File: src/rtl/sipo_pkg.sv
// Shared framing types and direction encodings for the serial-in/parallel-out register.
package sipo_pkg;

    typedef enum logic [1:0] {
        IDLE = 2'd0,
        FILL = 2'd1,
        DONE = 2'd2
    } sipo_state_e;

    localparam logic DIR_LEFT  = 1'b0;
    localparam logic DIR_RIGHT = 1'b1;

endpackage

File: src/rtl/sipo_frame_ctrl.sv
// Word framing for the shift register: fill state, bit counter, direction capture,
// word_valid and dir_err pulses. Priority is clear > par_load > load > hold.
//
// state | meaning
// IDLE  | no partial word, bit_count = 0
// FILL  | partial word, 0 < bit_count < WIDTH
// DONE  | full word in data_out this cycle (word_valid high)
module sipo_frame_ctrl
    import sipo_pkg::*;
#(
    parameter int WIDTH = 8,
    localparam int CW   = $clog2(WIDTH + 1)
) (
    input  logic          clock,
    input  logic          reset_n,
    input  logic          clear,
    input  logic          par_load,
    input  logic          load,
    input  logic          dir,
    output logic [CW-1:0] bit_count,
    output logic          word_valid,
    output logic          dir_err
);

    sipo_state_e   state_q, state_d;
    logic [CW-1:0] cnt_q, cnt_d;
    logic          dir_q, dir_d;
    logic          derr_q, derr_d;

    always_ff @(posedge clock or negedge reset_n) begin
        if (!reset_n) begin
            state_q <= IDLE;
            cnt_q   <= '0;
            dir_q   <= DIR_LEFT;
            derr_q  <= 1'b0;
        end else begin
            state_q <= state_d;
            cnt_q   <= cnt_d;
            dir_q   <= dir_d;
            derr_q  <= derr_d;
        end
    end

    always_comb begin
        state_d = state_q;
        cnt_d   = cnt_q;
        dir_d   = dir_q;
        derr_d  = 1'b0;
        if (clear) begin
            state_d = IDLE;
            cnt_d   = '0;
            dir_d   = DIR_LEFT;
        end else if (par_load) begin
            state_d = IDLE;
            cnt_d   = '0;
        end else if (load) begin
            case (state_q)
                FILL: begin
                    // A direction flip mid-word restarts framing with this bit as bit 1.
                    if (dir != dir_q) begin
                        cnt_d  = CW'(1);
                        dir_d  = dir;
                        derr_d = 1'b1;
                    end else if (cnt_q == CW'(WIDTH - 1)) begin
                        state_d = DONE;
                        cnt_d   = '0;
                    end else begin
                        cnt_d = cnt_q + CW'(1);
                    end
                end
                default: begin
                    state_d = FILL;
                    cnt_d   = CW'(1);
                    dir_d   = dir;
                end
            endcase
        end else if (state_q == DONE) begin
            state_d = IDLE;
        end
    end

    assign bit_count  = cnt_q;
    assign word_valid = (state_q == DONE);
    assign dir_err    = derr_q;

endmodule

File: src/rtl/sipo_lr_param.sv
// Bidirectional serial-in/parallel-out shift register with parallel load, clear,
// and word framing supplied by sipo_frame_ctrl.
module sipo_lr_param
    import sipo_pkg::*;
#(
    parameter int               WIDTH   = 8,
    parameter logic [WIDTH-1:0] RST_VAL = '0,
    localparam int              CW      = $clog2(WIDTH + 1)
) (
    input  logic             clock,
    input  logic             reset_n,
    input  logic             load,
    input  logic             dir,
    input  logic             data_in,
    input  logic             par_load,
    input  logic [WIDTH-1:0] par_in,
    input  logic             clear,
    output logic [WIDTH-1:0] data_out,
    output logic             serial_out,
    output logic [CW-1:0]    bit_count,
    output logic             word_valid,
    output logic             dir_err
);

    logic [WIDTH-1:0] data_q, data_d;

    always_ff @(posedge clock or negedge reset_n) begin
        if (!reset_n) begin
            data_q <= RST_VAL;
        end else begin
            data_q <= data_d;
        end
    end

    always_comb begin
        data_d = data_q;
        if (clear) begin
            data_d = RST_VAL;
        end else if (par_load) begin
            data_d = par_in;
        end else if (load) begin
            if (dir == DIR_RIGHT) begin
                data_d = {data_in, data_q[WIDTH-1:1]};
            end else begin
                data_d = {data_q[WIDTH-2:0], data_in};
            end
        end
    end

    assign data_out   = data_q;
    assign serial_out = (dir == DIR_RIGHT) ? data_q[0] : data_q[WIDTH-1];

    sipo_frame_ctrl #(
        .WIDTH (WIDTH)
    ) u_frame (
        .clock      (clock),
        .reset_n    (reset_n),
        .clear      (clear),
        .par_load   (par_load),
        .load       (load),
        .dir        (dir),
        .bit_count  (bit_count),
        .word_valid (word_valid),
        .dir_err    (dir_err)
    );

endmodule

File: config.mk
export PLATFORM = sky130hd
export DESIGN_NAME = sipo_lr_param
export DESIGN_NICKNAME = d
export VERILOG_FILES = /design/src/rtl/sipo_pkg.sv /design/src/rtl/sipo_frame_ctrl.sv /design/src/rtl/sipo_lr_param.sv
export SDC_FILE = /design/constraint.sdc
export NUM_CORES = 1
export LEC_CHECK = 0
export ABC_AREA = 1
export CAP_MARGIN = 20
export CORE_UTILIZATION = 45
export DETAILED_ROUTE_END_ITERATION = 7
export GPL_ROUTABILITY_DRIVEN = 0
export PLACE_DENSITY = 0.82
export REMOVE_ABC_BUFFERS = 1
export SYNTH_ARGS = -nofsm -noshare
export SYNTH_HDL_FRONTEND = slang
export SYNTH_SLANG_ARGS = --single-unit
File: constraint.sdc
create_clock -name clock -period 1.6 [get_ports clock]
set_input_delay 0.24 -clock clock [delete_from_list [all_inputs] [get_ports clock]]
set_output_delay 0.24 -clock clock [all_outputs]
set_load 0.02 [all_outputs]
Yosys cells after proc, flatten, opt, wreduce, memory -nomap -nowiden

Cells that the tools add are included.

Register bits: 16
Bits of input ports: 15
Output and inout port bits: 15
Word-level logic and storage cells: 47

Add/subtract/negate cells: 1
Equality and inequality tests: 8
Mux-type cells: 28
Reduce and logical (&&, ||, !) cells: 5

Operator list:

| kind                                                            | number |
|---|---|
| 8-bit two-way mux                                               | 4 |
| 4-bit two-way mux                                               | 6 |
| 2-bit two-way mux                                               | 7 |
| 1-bit two-way mux                                               | 11 |
| 3-bit AND reduction                                             | 2 |
| 5-bit by 4-bit != test with 1-bit output, second input constant | 1 |
| 5-bit != test, second input constant                            | 1 |
| 4-bit by 1-bit adder with 4-bit output, second input constant   | 1 |
| 4-bit by 3-bit == test with 1-bit output, second input constant | 1 |
| 4-bit nonzero test                                              | 1 |
| 3-bit by 2-bit != test with 1-bit output, second input constant | 1 |
| 3-bit nonzero test                                              | 1 |
| 2-bit by 1-bit == test with 1-bit output, second input constant | 1 |
| 2-bit == test, second input constant                            | 1 |
| 2-bit by 1-bit != test with 1-bit output, second input constant | 1 |
| 2-bit nonzero test                                              | 1 |
| 1-bit != test                                                   | 1 |

Depth between registers and ports, before layout

Gate-level depths: netlist (run 1).

Word-level depth: 7
Gate-level depth with buffers: 9

Modules after synthesis

A second synthesis (run 1) with hierarchy kept.

Cell total of the unflattened synthesis: 133
Area, all modules: 988.4 sq um

Modules (own cells, without submodules):

| module          | instances | cells an instance | area each (sq um) | sequential area each (sq um) |
|---|---|---|---|---|
| sipo_lr_param   | 1         | 74                | 510.5             | 200.2 |
| sipo_frame_ctrl | 1         | 59                | 478.0             | 200.2 |

Worst setup path before layout (run 1)

Ideal clock, no wire load.

Kind: input to output
Start point: input port dir
End point: output port serial_out
Data arrival time: 1.035 ns
Required time: 1.360 ns
Slack: 0.325 ns
Cell stages on the path: 3
Path through: buf_4 > buf_2 > o21ai_0

Cells in the longest elaborated chain, start to end: 1

Ends and longest elaborated chain:

| what              | RTL line            | source |
|---|---|---|
| from (decl)       | sipo_lr_param.sv:13 | `input logic dir,` |
| 1-bit two-way mux | sipo_lr_param.sv:51 | `assign serial_out = (dir == DIR_RIGHT) ? data_q[0] : data_q[WIDTH-1];` |
| to (decl)         | sipo_lr_param.sv:19 | `output logic serial_out,` |

No other way between the ends.

Final worst setup path (run 1)

Start point: register u_frame.cnt_q[0], in the netlist u_frame.bit_count[0]
End point: output port bit_count[0]

RTL lines:

| what                   | RTL line              | source |
|---|---|---|
| from (decl)            | sipo_frame_ctrl.sv:26 | `logic [CW-1:0] cnt_q, cnt_d;` |
| from (signal assigned) | sipo_frame_ctrl.sv:38 | `cnt_q <= cnt_d;` |
| to (decl)              | sipo_lr_param.sv:20   | `output logic [CW-1:0] bit_count,` |

No word-level cell between the ends.

==> flow_metrics.tcl, run 1 <==
set metrics [dict create \
    use_met3_pct 2.59 \
    vias 956 \
    synth_largest_area_cell "dfrtp_1" \
    syn-cell-area_um2 961 \
    synth_top_family_by_area "simple AND/OR/NAND/NOR gates" \
    finClkSkew_ns 0.00465 \
    p_leak_nw 0.653 \
    via_per_inst 4.98 \
    overflow 0 \
    drive_above_1_share_pct 15.8 \
    fin_total_pwr_uw 948 \
    holdBufCountCts 0 \
    slowest_delay_ns 0.63 \
    clockBufferDepth 2 \
    drcViolationCount 0 \
    hold_class "input port to async pin" \
    synth_mux_area_share_pct 0 \
    h-tree-depth 1 \
    cp_data_required_time_ns 1.36 \
    grt.busiest_layer "met2" \
    cts_buffers 3 \
    num_antenna_cells 0 \
    area_growth_pct 39.8 \
    postRouteAntennaNets 0 \
    dpl-instance-area_um2 1310 \
    synthCells 129 \
    ys_ff_latch 16 \
    fin_util_pct 67.8 \
    setup_violations 0 \
    power.density_nw_per_um2 706 \
    pwr-share-clk_pct 27.8 \
    setup_ws_ns 0.0346 \
    setup_tns_ns 0 \
    path_buf_inv 1 \
    path_cells "clkdlybuf4s50_1" \
    synth.area.top_cells "dfrtp_1 42%, nand2_1 11%, inv_1 7.0%" \
    synth-main-ff-cell "dfrtp_1" \
    use_met2_pct 39.7 \
    synth_simple_gate_area_share_pct 30.6 \
    cts_sinks 16 \
    instances_no_fill 192 \
    portBuffers 29 \
    antenna_found_initial 0 \
    rsz0062_at_grt "false" \
    place_ws_ns -0.111 \
    first_iter_violations 22 \
    synth_top_area_share_pct 41.7 \
    status "completed" \
    use_met1_pct 24.4 \
    rows 16 \
    synthTopCellsByCount "29 x nand2_1, 18 x inv_1, 16 x dfrtp_1" \
    tightestPinTransition_ns 0.284 \
    syn_area_per_cell_um2 7.45 \
    root_buffer "clkbuf_4" \
    grt_pass1_vias 856 \
    yosysSeqAreaShare_pct 41.7 \
    synth_edf_count 0 \
    fmaxAchievable_ghz 0.639 \
    cap_violations 0 \
    die_w_um 48.2 \
    grt_max_degree 17 \
    ys.warnings.count 0 \
    fp.dieH_um 48.2 \
    dpl.hpwl_um 1710 \
    timing.final.crit_share_pct 97.8 \
    synth_cell_type_count 23 \
    synth_most_common_cell "nand2_1" \
    p_sw_uw 269 \
    crit_start "u_frame.bit_count[0]" \
    drt_wl_total_um 2270 \
    drv_slew 0 \
    cts_tree "done" \
    initial_core_util_pct 48.5 \
    grt_use_total_pct 21.5 \
    hold_ws_ns 0.280 \
    synth-adder-area-share_pct 1.30 \
    synthArstFlopShare_pct 100 \
    crit_path_end_kind "output pin" \
    dieArea_um2 2320 \
    cp_slowest_cell "clkdlybuf4s50_1" \
    dr.pass1.iters 4 \
    crit_type "register to output pin" \
    io_pins 30 \
    wl_per_cell_um 11.8 \
    swShare_pct 28.4 \
    finish.instance_area_um2 1340 \
    power.internal_uw 679 \
    synth_xor_xnor_area_share_pct 0.911 \
    cp_data_arrival_time_ns 1.33 \
    fin_crit_ns 1.57 \
    cp_top_family "buffers and inverters" \
    crit_path_start_kind "register" \
    post_cts_buffers 0 \
    rr_startpoint "u_frame.bit_count[0]" \
    core_area_um2 1980 \
    finalHoldViolations 0 \
    clk_latency_ns 0.28 \
    p_comb_share_pct 25.0 \
    clk_pin_slew_worst_paths_ns 0.09 \
    grt_pass1_wl_um 3460 \
    relSlewSlack_pct 81.0 \
    synth-compound-area-share_pct 14.7 \
    ir_drop_uv 499 \
    place_inst 188 \
    cp_max_fo 5 \
    seqPwrFrac_pct 47.1 \
    nets 182 \
]
metal layers:
metal  share of wire (%)  vias up
met5                   0        -
met1                  43      434
met3                 4.3        6
li1                    -      485
met2                  51       31
met4                 1.4        0
path summary, 6_finish.rpt:
kind,cells past startpoint,slack [ns],to
setup / recovery,1,0.03,bit_count[0]
hold / removal,2,0.28,data_out[0]
setup reg to reg,6,0.31,u_frame.state_q[0]
hold reg to reg,2,0.52,u_frame.state_q[0]
max in group asynchronous,2,1.13,u_frame.bit_count[0]
min in group clock,2,0.52,u_frame.state_q[0]
cells in the final DEF, fill, tap and decap left out, types with 2 or more instances in the layout:
cell	Yosys	layout
nand2_1	29	29
clkdlybuf4s50_1	0	25
inv_1	18	18
dfrtp_1	16	16
nand3_1	13	13
o21ai_0	9	9
or2_2	8	8
o21ai_1	7	7
buf_4	1	7
nor2_1	6	6
a21oi_1	6	6
o211ai_1	3	3
clkbuf_4	0	3
dlygate4sd2_1	0	3
inv_2	2	2
registers in the layout (all words and copies together), names as in the netlist:
register           flops
data_out               8
u_frame.bit_count      4
u_frame.dir_err        1
u_frame.dir_q          1
u_frame.state_q        2
area by class of cell:
type	instances	area, um^2
clock buffer	4	36.3
fill	175	638
inverter	20	75.1
multi-input combinational	89	457
sequential	16	400
tap	27	33.8
timing repair buffer	36	342
logic make-up after synthesis:
family,Yosys count
adders and majority gates,1
DFF,16
and+or+nand+nor,61
AOI/OAI and AO/OA,26
xor gates and xnor gates,1
buffers and inverters,24
power by group through the flow:
stage / clock network (mW) / registers (mW) / logic [mW]
after CTS: 0.274 / 0.447 / 0.238
after detailed placement: 0 / 0.455 / 0.239
after global routing: 0.286 / 0.449 / 0.264
after global placement: 0 / 0.454 / 0.235
final: 0.264 / 0.447 / 0.237
after floorplan: 0 / 0.477 / 0.0846
repair_timing:
action | in CTS | in global routing
setup endpoints to repair | 3 | 1
pin swaps | 0 | 0
resized for setup | 3 | 1
Power figures use the tool's default switching activity.
==> inputs of run 2 (changes only) <==
--- a/config.mk
+++ b/config.mk
@@ -12,6 +12,8 @@
 export GPL_ROUTABILITY_DRIVEN = 0
 export PLACE_DENSITY = 0.82
 export REMOVE_ABC_BUFFERS = 1
+export SKIP_LAST_GASP = 1
 export SYNTH_ARGS = -nofsm -noshare
 export SYNTH_HDL_FRONTEND = slang
 export SYNTH_SLANG_ARGS = --single-unit
+export TNS_END_PERCENT = 30
==> flow_metrics.tcl, run 2 (synthesis gave the netlist of run 1 again) <==
set metrics [dict create \
    status "completed" \
    finalHoldViolations 0 \
    place_ws_ns -0.111 \
    cp_slowest_cell "clkdlybuf4s50_1" \
    drcViolationCount 0 \
    hold_class "input port to async pin" \
    power.density_nw_per_um2 705 \
    cp_top_family "buffers and inverters" \
    postRouteAntennaNets 0 \
    h-tree-depth 1 \
    dieArea_um2 2320 \
    hold_ws_ns 0.280 \
    first_iter_violations 22 \
    drv_slew 0 \
    cts_sinks 16 \
    post_cts_buffers 0 \
    holdBufCountCts 0 \
    cts_buffers 3 \
    cp_max_fo 6 \
    path_buf_inv 1 \
    use_met2_pct 39.7 \
    core_area_um2 1980 \
    ir_drop_uv 498 \
    clk_pin_slew_worst_paths_ns 0.09 \
    root_buffer "clkbuf_4" \
    num_antenna_cells 0 \
    largest_reg_flops 8 \
    rows 16 \
    drive_above_1_share_pct 15.8 \
    layout_common_cells "29 x nand2_1, 27 x clkdlybuf4s50_1, 18 x inv_1" \
    wl_per_cell_um 11.8 \
    area_growth_pct 40.1 \
    filler_cell_count 174 \
    p_leak_nw 0.643 \
    fin_total_pwr_uw 948 \
    io_pins 30 \
    cap_violations 0 \
    drt_wl_total_um 2270 \
    antenna_found_initial 0 \
    use_met3_pct 2.59 \
    clk_latency_ns 0.28 \
    slowest_delay_ns 0.63 \
    fmaxAchievable_ghz 0.626 \
    cp_data_required_time_ns 1.36 \
    cp_data_arrival_time_ns 1.36 \
    setup_ws_ns 0.00137 \
    final_common_cell "nand2_1" \
    grt_max_degree 17 \
    crit_path_end_kind "output pin" \
    portBuffers 29 \
    grt_pass1_wl_um 3460 \
    grt_use_total_pct 21.5 \
    relSlewSlack_pct 81.0 \
    finClkSkew_ns 0.00476 \
    die_w_um 48.2 \
    grt.busiest_layer "met2" \
    dpl.hpwl_um 1710 \
    tightestPinTransition_ns 0.284 \
    clockBufferDepth 2 \
    dr.pass1.iters 4 \
    grt_pass1_vias 856 \
    via_per_inst 4.98 \
    rsz0062_at_grt "true" \
    cts_tree "done" \
    nets 182 \
    use_met1_pct 24.4 \
    initial_core_util_pct 48.5 \
    fp.dieH_um 48.2 \
    path_cells "clkdlybuf4s50_1" \
    crit_type "register to output pin" \
    fin_crit_ns 1.60 \
    crit_path_start_kind "register" \
    timing.final.crit_share_pct 99.9 \
    setup_tns_ns 0 \
    setup_violations 0 \
    overflow 0 \
    vias 956 \
]
-- run 2: cell types whose count changed in the layout (fill, tap and decap cells not counted), sizes merged --
cell           change
dlygate4sd2        -2
clkdlybuf4s50      +2
-- run 2: layout make-up --
| cell class | instances | area (um^2) | area share [%] |
|---|---|---|---|
| multi-input cells | 89 | 457 | 33.9 |
| flip-flops and latches | 16 | 400 | 29.7 |
| repair buffers | 36 | 344 | 25.6 |
| inverters | 20 | 75.1 | 5.58 |
| clock buffers | 4 | 36.3 | 2.70 |
| well taps | 27 | 33.8 | 2.51 |
-- run 2: worst paths after layout --
| check | startpoint | endpoint | slack [ns] | depth (start not counted) |
|---|---|---|---|---|
| worst max-delay path | u_frame.bit_count[2] | bit_count[2] | 0.001 | 1 |
| worst min-delay path | reset_n | data_out[0] | 0.28 | 2 |
| worst max register to register | u_frame.bit_count[0] | u_frame.state_q[0] | 0.31 | 6 |
| worst min register to register | u_frame.state_q[0] | u_frame.state_q[0] | 0.52 | 2 |
| max in group asynchronous | reset_n | u_frame.bit_count[0] | 1.13 | 2 |
| min in group clock | u_frame.state_q[0] | u_frame.state_q[0] | 0.52 | 2 |
-- run 2: routing by layer --
layer / wire length [um] / vias up
li1: - / 485
met3: 103 / 6
met1: 970 / 434
met2: 1160 / 31
met4: 31 / 0
met5: 0 / -
-- run 2: metrics by stage --
| stage | instances | instance area (um^2) | utilization [%] |
|---|---|---|---|
| global route | 192 | 1350 | 67.9 |
| global placement | 188 | 1310 | 66.0 |
| CTS | 192 | 1340 | 67.8 |
| finish | 192 | 1350 | 67.9 |
| detailed placement | 188 | 1310 | 66.0 |
| floorplan | 125 | 932 | - |
-- run 2: repair_timing --
| action | 4_1_cts | 5_1_grt |
|---|---|---|
| setup endpoints to repair | 3 | 3 |
| gates resized for setup | 1 | 1 |
| gates cloned | 0 | 0 |
-- run 2: power by group --
group / internal, mW / total [mW] / switching, mW
logic: 0.114 / 0.238 / 0.124
clock network: 0.138 / 0.264 / 0.125
registers: 0.427 / 0.447 / 0.0195
total: 0.679 / 0.948 / 0.269
